### src/rtl/ace_ack_tracker.sv
// ACE outstanding-transaction tracker: throttles AR/AW, counts RACK/WACK, drains on flush.
// Optional sticky protocol error output enabled by ACE_ACK_TRACKER_ERR_EN.
module ace_ack_tracker #(
  parameter int unsigned MaxRTrans = 8,
  parameter int unsigned MaxWTrans = 8,
  parameter bit          RegAck    = 1'b0,
  localparam int unsigned RW = $clog2(MaxRTrans + 1),
  localparam int unsigned WW = $clog2(MaxWTrans + 1)
) (
  input  logic          clk_i,
  input  logic          rst_ni,
  input  logic          slv_ar_valid_i,
  output logic          slv_ar_ready_o,
  output logic          mst_ar_valid_o,
  input  logic          mst_ar_ready_i,
  input  logic          slv_aw_valid_i,
  output logic          slv_aw_ready_o,
  output logic          mst_aw_valid_o,
  input  logic          mst_aw_ready_i,
  input  logic          r_valid_i,
  input  logic          r_ready_i,
  input  logic          r_last_i,
  input  logic          b_valid_i,
  input  logic          b_ready_i,
  input  logic          rack_i,
  input  logic          wack_i,
  input  logic          flush_i,
  output logic          flush_done_o,
`ifdef ACE_ACK_TRACKER_ERR_EN
  output logic          err_o,
`endif
  output logic [RW-1:0] r_cnt_o,
  output logic [WW-1:0] w_cnt_o,
  output logic [RW-1:0] r_pend_o,
  output logic [WW-1:0] w_pend_o
);

  localparam logic [RW-1:0] RMax = RW'(MaxRTrans);
  localparam logic [WW-1:0] WMax = WW'(MaxWTrans);

  typedef enum logic [1:0] {
    IDLE,
    DRAIN,
    DONE,
    HOLD
  } state_e;

  state_e        state;
  logic [RW-1:0] r_cnt, r_pend;
  logic [WW-1:0] w_cnt, w_pend;
  logic          rack_q, wack_q;
  logic          rack, wack;
  logic          allow_r, allow_w;
  logic          ar_hs, aw_hs, rl_hs, b_hs;
  logic          r_dec, w_dec, rp_inc, wp_inc;

  assign allow_r = (r_cnt < RMax) && (state == IDLE);
  assign allow_w = (w_cnt < WMax) && (state == IDLE);

  assign mst_ar_valid_o = slv_ar_valid_i & allow_r;
  assign slv_ar_ready_o = mst_ar_ready_i & allow_r;
  assign mst_aw_valid_o = slv_aw_valid_i & allow_w;
  assign slv_aw_ready_o = mst_aw_ready_i & allow_w;

  assign ar_hs = mst_ar_valid_o & mst_ar_ready_i;
  assign aw_hs = mst_aw_valid_o & mst_aw_ready_i;
  assign rl_hs = r_valid_i & r_ready_i & r_last_i;
  assign b_hs  = b_valid_i & b_ready_i;

  assign rack = RegAck ? rack_q : rack_i;
  assign wack = RegAck ? wack_q : wack_i;

  // Acks without a pending response, and responses without an issue, are dropped.
  assign r_dec  = rack && (r_pend != '0);
  assign w_dec  = wack && (w_pend != '0);
  assign rp_inc = rl_hs && (r_pend != r_cnt);
  assign wp_inc = b_hs && (w_pend != w_cnt);

  always_ff @(posedge clk_i or negedge rst_ni) begin
    if (!rst_ni) begin
      rack_q <= 1'b0;
      wack_q <= 1'b0;
    end else begin
      rack_q <= rack_i;
      wack_q <= wack_i;
    end
  end

  always_ff @(posedge clk_i or negedge rst_ni) begin
    if (!rst_ni) begin
      r_cnt  <= '0;
      r_pend <= '0;
      w_cnt  <= '0;
      w_pend <= '0;
    end else begin
      if (ar_hs && !r_dec) begin
        r_cnt <= r_cnt + 1'b1;
      end else if (!ar_hs && r_dec) begin
        r_cnt <= r_cnt - 1'b1;
      end
      if (rp_inc && !r_dec) begin
        r_pend <= r_pend + 1'b1;
      end else if (!rp_inc && r_dec) begin
        r_pend <= r_pend - 1'b1;
      end
      if (aw_hs && !w_dec) begin
        w_cnt <= w_cnt + 1'b1;
      end else if (!aw_hs && w_dec) begin
        w_cnt <= w_cnt - 1'b1;
      end
      if (wp_inc && !w_dec) begin
        w_pend <= w_pend + 1'b1;
      end else if (!wp_inc && w_dec) begin
        w_pend <= w_pend - 1'b1;
      end
    end
  end

  // Once a drain starts it runs to completion even if flush_i drops.
  always_ff @(posedge clk_i or negedge rst_ni) begin
    if (!rst_ni) begin
      state        <= IDLE;
      flush_done_o <= 1'b0;
    end else begin
      flush_done_o <= 1'b0;
      unique case (state)
        IDLE: begin
          if (flush_i) state <= DRAIN;
        end
        DRAIN: begin
          if (r_cnt == '0 && w_cnt == '0) begin
            state        <= DONE;
            flush_done_o <= 1'b1;
          end
        end
        DONE: begin
          state <= HOLD;
        end
        HOLD: begin
          if (!flush_i) state <= IDLE;
        end
        default: state <= IDLE;
      endcase
    end
  end

`ifdef ACE_ACK_TRACKER_ERR_EN
  always_ff @(posedge clk_i or negedge rst_ni) begin
    if (!rst_ni) begin
      err_o <= 1'b0;
    end else if ((rack && r_pend == '0) ||
                 (wack && w_pend == '0) ||
                 (rl_hs && r_pend == r_cnt) ||
                 (b_hs && w_pend == w_cnt)) begin
      err_o <= 1'b1;
    end
  end
`endif

  assign r_cnt_o  = r_cnt;
  assign w_cnt_o  = w_cnt;
  assign r_pend_o = r_pend;
  assign w_pend_o = w_pend;

endmodule

### config.mk
export PLATFORM = sky130hd
export DESIGN_NAME = ace_ack_tracker
export DESIGN_NICKNAME = d
export VERILOG_FILES = /design/src/rtl/ace_ack_tracker.sv
export SDC_FILE = /design/constraint.sdc
export NUM_CORES = 1
export LEC_CHECK = 0
export ABC_AREA = 1
export CORE_UTILIZATION = 56
export CTS_BUF_LIST = sky130_fd_sc_hd__clkbuf_8
export DETAILED_ROUTE_END_ITERATION = 16
export GPL_TIMING_DRIVEN = 0
export HOLD_SLACK_MARGIN = 0.12
export PLACE_DENSITY = 0.85
export SYNTH_ARGS = -nofsm -noshare
export SYNTH_HDL_FRONTEND = slang
export SYNTH_SLANG_ARGS = --single-unit
export TNS_END_PERCENT = 50
### constraint.sdc
create_clock -name clk_i -period 3.9 [get_ports clk_i]
set_input_delay 0.78 -clock clk_i [delete_from_list [all_inputs] [get_ports clk_i]]
set_output_delay 0.78 -clock clk_i [all_outputs]
set_load 0.1 [all_outputs]
==> results of run 1 <==
stage by stage:
stage | area, um^2 | hold WS, ps | utilization [%]
final | 1912 | 532.1 | 76.48
after global routing | 1912 | 566.2 | 76.48
after CTS | 1912 | 537.5 | 76.48
after detailed placement | 1867 | 520.9 | 74.67
after global placement | 1867 | 505.4 | 74.67
after floorplan | 1489 | 484.4 | -
cell families after synthesis:
family	synth area share (%)
AOI/OAI and AO/OA	4.118
xor gates and xnor gates	11.76
adders and majority gates	19.66
buffers and inverters	6.302
DFF	31.93
and+or+nand+nor	26.22
area by class of cell:
| class | count | area [um^2] | share of cell area, % |
|---|---|---|---|
| multi-input combinational | 139 | 919.6 | 48.10 |
| timing repair buffer | 34 | 340.3 | 17.80 |
| sequential | 19 | 475.5 | 24.87 |
| clock inverter | 1 | 3.754 | 0.1963 |
| tap | 30 | 37.54 | 1.963 |
| inverter | 19 | 71.32 | 3.730 |
| clock buffer | 3 | 41.29 | 2.160 |
| buffer | 2 | 22.52 | 1.178 |
critical path: stages:
cell                              delay (ps)
sky130_fd_sc_hd__clkdlybuf4s50_1         450
sky130_fd_sc_hd__inv_1                    50
sky130_fd_sc_hd__nor3_1                  170
sky130_fd_sc_hd__clkdlybuf4s50_1        1160
per-layer routing:
metal | routed length (um) | part of all wire [%] | GRT usage [%]
met1 | 1300 | 45 | 29.11
met5 | 0 | 0 | 0
met3 | 93 | 3.2 | 3.955
met2 | 1470 | 50 | 44.79
met4 | 55 | 1.9 | 10.09
Yosys cell counts:
| library cell | n |
|---|---|
| sky130_fd_sc_hd__nor3b_1 | 1 |
| sky130_fd_sc_hd__fa_1 | 4 |
| sky130_fd_sc_hd__nor3_1 | 5 |
| sky130_fd_sc_hd__inv_2 | 1 |
| sky130_fd_sc_hd__o21ai_4 | 1 |
| sky130_fd_sc_hd__buf_6 | 2 |
| sky130_fd_sc_hd__nor2_1 | 8 |
| sky130_fd_sc_hd__nand2_2 | 3 |
| sky130_fd_sc_hd__dfrtp_1 | 19 |
| sky130_fd_sc_hd__a21oi_1 | 3 |
| sky130_fd_sc_hd__or2_1 | 2 |
| sky130_fd_sc_hd__inv_1 | 18 |
| sky130_fd_sc_hd__nand2_1 | 52 |
| sky130_fd_sc_hd__nand3_1 | 8 |
| sky130_fd_sc_hd__nor2_2 | 2 |
| sky130_fd_sc_hd__ha_1 | 17 |
| sky130_fd_sc_hd__or3_1 | 2 |
| sky130_fd_sc_hd__nor4_1 | 2 |
| sky130_fd_sc_hd__xor2_1 | 9 |
| sky130_fd_sc_hd__o21ai_0 | 4 |
| sky130_fd_sc_hd__o21ai_1 | 2 |
| sky130_fd_sc_hd__or2_2 | 2 |
| sky130_fd_sc_hd__nor2_4 | 1 |
| sky130_fd_sc_hd__xnor2_1 | 11 |
registers in the layout, indices dropped and copies added (netlist names):
register,count
w_cnt_o,4
state,2
r_cnt_o,4
w_pend_o,4
r_pend_o,4
flush_done_o,1
how the worst max path moves through the flow:
stage                         from             end  slack (ps)
floorplan               w_cnt_o[3]  mst_aw_valid_o          20
global placement    mst_ar_ready_i  slv_ar_ready_o         530
detailed placement  slv_ar_valid_i  mst_ar_valid_o         510
CTS                 mst_aw_ready_i  slv_aw_ready_o         510
global route        slv_ar_valid_i  mst_ar_valid_o         430
finish              mst_aw_ready_i  slv_aw_ready_o         510
==> impl_metrics.yaml, run 1 <==
place:
  place.detailed.hpwl_um: 2401
  finalWeightedCongestion: 0.7806
  pre_cts_slack_ps: 510.7
  port-buffer-count: 34
  placed_cells: 243
sta:
  achievable-frequency_mhz: 295.4
  worstMarginPinSlew_ps: 988.6
  setup-tns-final_ps: 0
  finalCritPeriodShare_pct: 86.80
  rsz0062_at_grt: "false"
  finalWorstSetupSlack_ps: 514.7
  worst_slew_margin_rel_pct: 33.89
  maxSlewViolCount: 0
  timing.final.hold_violations: 0
  finalSetupViolations: 0
  clock_skew_ps: 1.360
  min_period_ps: 3385
floorplanning:
  floorplan.core_area_um2: 2500
  boundaryPins: 35
  initial_utilization_pct: 59.56
  fp.dieH_um: 53.57
  die_w_um: 53.57
  fp-row-count: 18
  fp.dieArea_um2: 2869
synthesis:
  synthesis.area_per_instance_um2: 8.318
  seq_area_frac_synth_pct: 31.93
  synth_cells: 179
  synthDominantCellAreaShare_pct: 31.93
  synth.ff_latch_count: 19
  syn_area_um2: 1489
  synthesis.yosys.warnings: 0
  mappedNetlistNets: 214
  synth.distinct_cells: 24
  synth_top_cell_by_area: "sky130_fd_sc_hd__dfrtp_1"
  synthTopCellsByArea: "sky130_fd_sc_hd__dfrtp_1 (32%), sky130_fd_sc_hd__ha_1 (14%), sky130_fd_sc_hd__nand2_1 (13%)"
cts:
  cts_made_buffers: 3
  cts.htree.levels: 1
  postCtsSetupBuffers: 0
  cts_hold_repair.buffers: 0
  tritoncts: "yes"
  skew_pair_late_insertion_delay_ps: 260
  cts_root_buffer: "sky130_fd_sc_hd__clkbuf_8"
  cts_max_path_buffers: 2
  cts_num_sinks: 19
  clk_pin_slew_worst_paths_ps: 70
  cts_repair_resize_count: 0
global_route:
  grt_start_max_net_pins: 20
  antenna_found_initial: 0
  global_route.usage.total_pct: 24.85
  globalRoute.totalOverflow: 0
  number_of_global_route_vias_before_repair: 1198
  wire_length_of_the_first_global_routing_pass_um: 5030
routing:
  drtAntennaViolNets: 0
  drc: 0
  wire_per_inst_um: 11.82
  drtIter0Drc: 17
  avgViaCountPerCell: 5.057
  wl_um: 2920
  detailedRoute.firstPassIterationCount: 4
  detailroute.via_count: 1249
worst_setup_path:
  crit_path_max_fanout: 2
  rr_startpoint: "r_pend_o[1]"
  arrival_worst_endpoint_ps: 2610
  cp-start-kind: "input pin"
  criticalPathCategory: "in -> out"
  r2r_slack_ps: 1560
  timing.critical_path.to_type: "primary output"
  reg2reg_depth: 10
  timing.rr.end: "r_cnt_o[3]"
  critPathRequiredTime_ps: 3120
finish:
  drive_gt1_share_pct: 6.912
  number_of_fill_cells: 191
  insertedDiodeCount: 0
  num-nets-final: 253
  final_cell_mix: "sky130_fd_sc_hd__nand2_1 (52), sky130_fd_sc_hd__clkdlybuf4s50_1 (34), sky130_fd_sc_hd__inv_1 (19), sky130_fd_sc_hd__dfrtp_1 (19), sky130_fd_sc_hd__ha_1 (17)"
  mostFrequentLayoutCell: "sky130_fd_sc_hd__nand2_1"
  synthToLayoutAreaGrowth_pct: 28.40
  stdcell_count: 247
status:
  run_status: "completed"
job:
  total_of_max_cap_violations: 0
worst_hold_path:
  min_path_cells: 2
  hold_class: "reg -> reg"
  whs_endpoint: "state[1]"
  holdCritStartpoint: "state[1]"
Power of run 1 is left out: the tool's default activity adds up to more than one toggle a clock period on the data nets, which glitch-free logic cannot reach.
==> inputs of run 2 (changes only) <==
HOLD_SLACK_MARGIN = 0.02   (was 0.12)
clock period = 4.15 ns   (was 3.9 ns; I/O delays follow)
==> results of run 2 <==
The final DEF is identical to that of run 1. Status: completed.
Among the figures that moved: setup slack after placement 510.7 ps -> 660.7 ps; setup slack after layout 514.7 ps -> 664.7 ps; register-to-register setup slack 1560 ps -> 1810 ps
Power of run 2 is left out for the same reason.
==> inputs of run 3 (changes only) <==
CORE_UTILIZATION = 47   (was 56)
PLACE_DENSITY = 0.76   (was 0.85)
clock period = 2.8 ns   (was 4.15 ns; I/O delays follow)
==> run 3 against run 2 <==
Against the previous run: worst setup slack worse by 490 ps; final cell count up 5.7%; wire length is 4.8% lower; hold slack improved by 1.4 ps; final area rose by 1.7%; clock skew increased by 4.6 ps; register-to-register slack worse by 1300 ps; critical endpoint unchanged.
==> impl_metrics.yaml, run 3 (synthesis results as in run 1) <==
status:
  run_status: "completed"
cts:
  tritoncts: "yes"
  clk_pin_slew_worst_paths_ps: 70
  cts_hold_repair.buffers: 0
  cts_max_path_buffers: 2
  cts.htree.levels: 1
  skew_pair_late_insertion_delay_ps: 250
  cts_repair_resize_count: 4
  cts_num_sinks: 19
  cts_root_buffer: "sky130_fd_sc_hd__clkbuf_8"
  postCtsSetupBuffers: 0
  cts_made_buffers: 3
global_route:
  grt_start_max_net_pins: 20
  wire_length_of_the_first_global_routing_pass_um: 4940
  global_route.usage.total_pct: 18.81
  antenna_found_initial: 0
  globalRoute.totalOverflow: 0
  number_of_global_route_vias_before_repair: 1178
routing:
  wl_um: 2781
  avgViaCountPerCell: 4.682
  drtAntennaViolNets: 0
  drc: 0
  drtIter0Drc: 20
  detailroute.via_count: 1222
  wire_per_inst_um: 10.66
  detailedRoute.firstPassIterationCount: 4
finish:
  synthToLayoutAreaGrowth_pct: 30.59
  drive_gt1_share_pct: 8.756
  num-nets-final: 253
  final_cell_mix: "sky130_fd_sc_hd__nand2_1 (52), sky130_fd_sc_hd__clkdlybuf4s50_1 (30), sky130_fd_sc_hd__inv_1 (19), sky130_fd_sc_hd__dfrtp_1 (19), sky130_fd_sc_hd__ha_1 (17)"
  mostFrequentLayoutCell: "sky130_fd_sc_hd__nand2_1"
  number_of_fill_cells: 264
  insertedDiodeCount: 0
worst_setup_path:
  crit_path_max_fanout: 2
  crit_path_cells: "clkdlybuf4s50_1 -> inv_1 -> nor3_2 -> dlygate4sd2_1"
  r2r_slack_ps: 510
  rr_startpoint: "w_pend_o[1]"
  reg2reg_depth: 11
  arrival_worst_endpoint_ps: 2070
  critical-path-slowest-cell: "sky130_fd_sc_hd__dlygate4sd2_1"
  critical_path.max_stage_delay_ps: 870
  timing.rr.end: "w_pend_o[3]"
  critPathRequiredTime_ps: 2240
  timing.critical_path.to_type: "primary output"
  criticalPathCategory: "in -> out"
  cp-start-kind: "input pin"
floorplanning:
  floorplan.core_area_um2: 3028
  fp-row-count: 20
  die_w_um: 58.29
  fp.dieH_um: 58.29
  fp.dieArea_um2: 3397
  initial_utilization_pct: 49.17
  boundaryPins: 35
worst_hold_path:
  whs_endpoint: "state[1]"
  hold_class: "reg -> reg"
  min_path_cells: 2
  holdCritStartpoint: "state[1]"
sta:
  finalCritPeriodShare_pct: 93.83
  rsz0062_at_grt: "false"
  worst_slew_margin_rel_pct: 33.95
  maxSlewViolCount: 0
  finalSetupViolations: 0
  setup-tns-final_ps: 0
  min_period_ps: 2627
  worstMarginPinSlew_ps: 987.7
  timing.final.hold_violations: 0
  holdWs_ps: 533.5
  clock_skew_ps: 6.000
  finalWorstSetupSlack_ps: 172.6
  achievable-frequency_mhz: 380.6
place:
  place.detailed.hpwl_um: 2315
  pre_cts_slack_ps: -113.9
  port-buffer-count: 34
  finalWeightedCongestion: 0.7748
job:
  total_of_max_cap_violations: 0
run 3: through the flow:
| step | util (%) | std cells | cell area [um^2] |
|---|---|---|---|
| 2_1_floorplan | - | 179 | 1509 |
| 3_3_place_gp | 62.89 | 257 | 1904 |
| 3_5_place_dp | 62.89 | 257 | 1904 |
| 4_1_cts | 64.21 | 261 | 1944 |
| 5_1_grt | 64.21 | 261 | 1944 |
| 6_report | 64.21 | 261 | 1944 |
run 3: cell type report:
type	instances	area, um^2	area share [%]
Timing Repair Buffer	34	335.3	17.25
Buffer	2	22.52	1.158
Tap cell	44	55.05	2.831
Multi-Input combinational cell	139	939.7	48.33
Clock inverter	1	3.754	0.1931
Clock buffer	3	41.29	2.124
Inverter	19	71.32	3.668
Sequential cell	19	475.5	24.45
run 3: worst max-delay path by stage:
stage	cells after the start	slack, ps	endpoint	startpoint
global route	4	90	slv_aw_ready_o	mst_aw_ready_i
detailed placement	4	-110	mst_ar_valid_o	slv_ar_valid_i
CTS	4	170	slv_aw_ready_o	mst_aw_ready_i
global placement	4	-110	mst_ar_valid_o	slv_ar_valid_i
floorplan	2	-10	mst_aw_valid_o	w_cnt_o[3]
finish	4	170	slv_aw_ready_o	mst_aw_ready_i
run 3: worst max-delay path, delay by kind of cell:
family                 cells  cell delay (ps)
buffers and inverters      3             1370
AND/OR/NAND/NOR            1              130
run 3: per-layer routing:
metal | GRT usage (%) | wire length, um
met5 | 0 | 0
met4 | 2.041 | 0
met3 | 4.688 | 92
met2 | 35.30 | 1515
met1 | 22.24 | 1172
Power of run 3 is left out for the same reason.
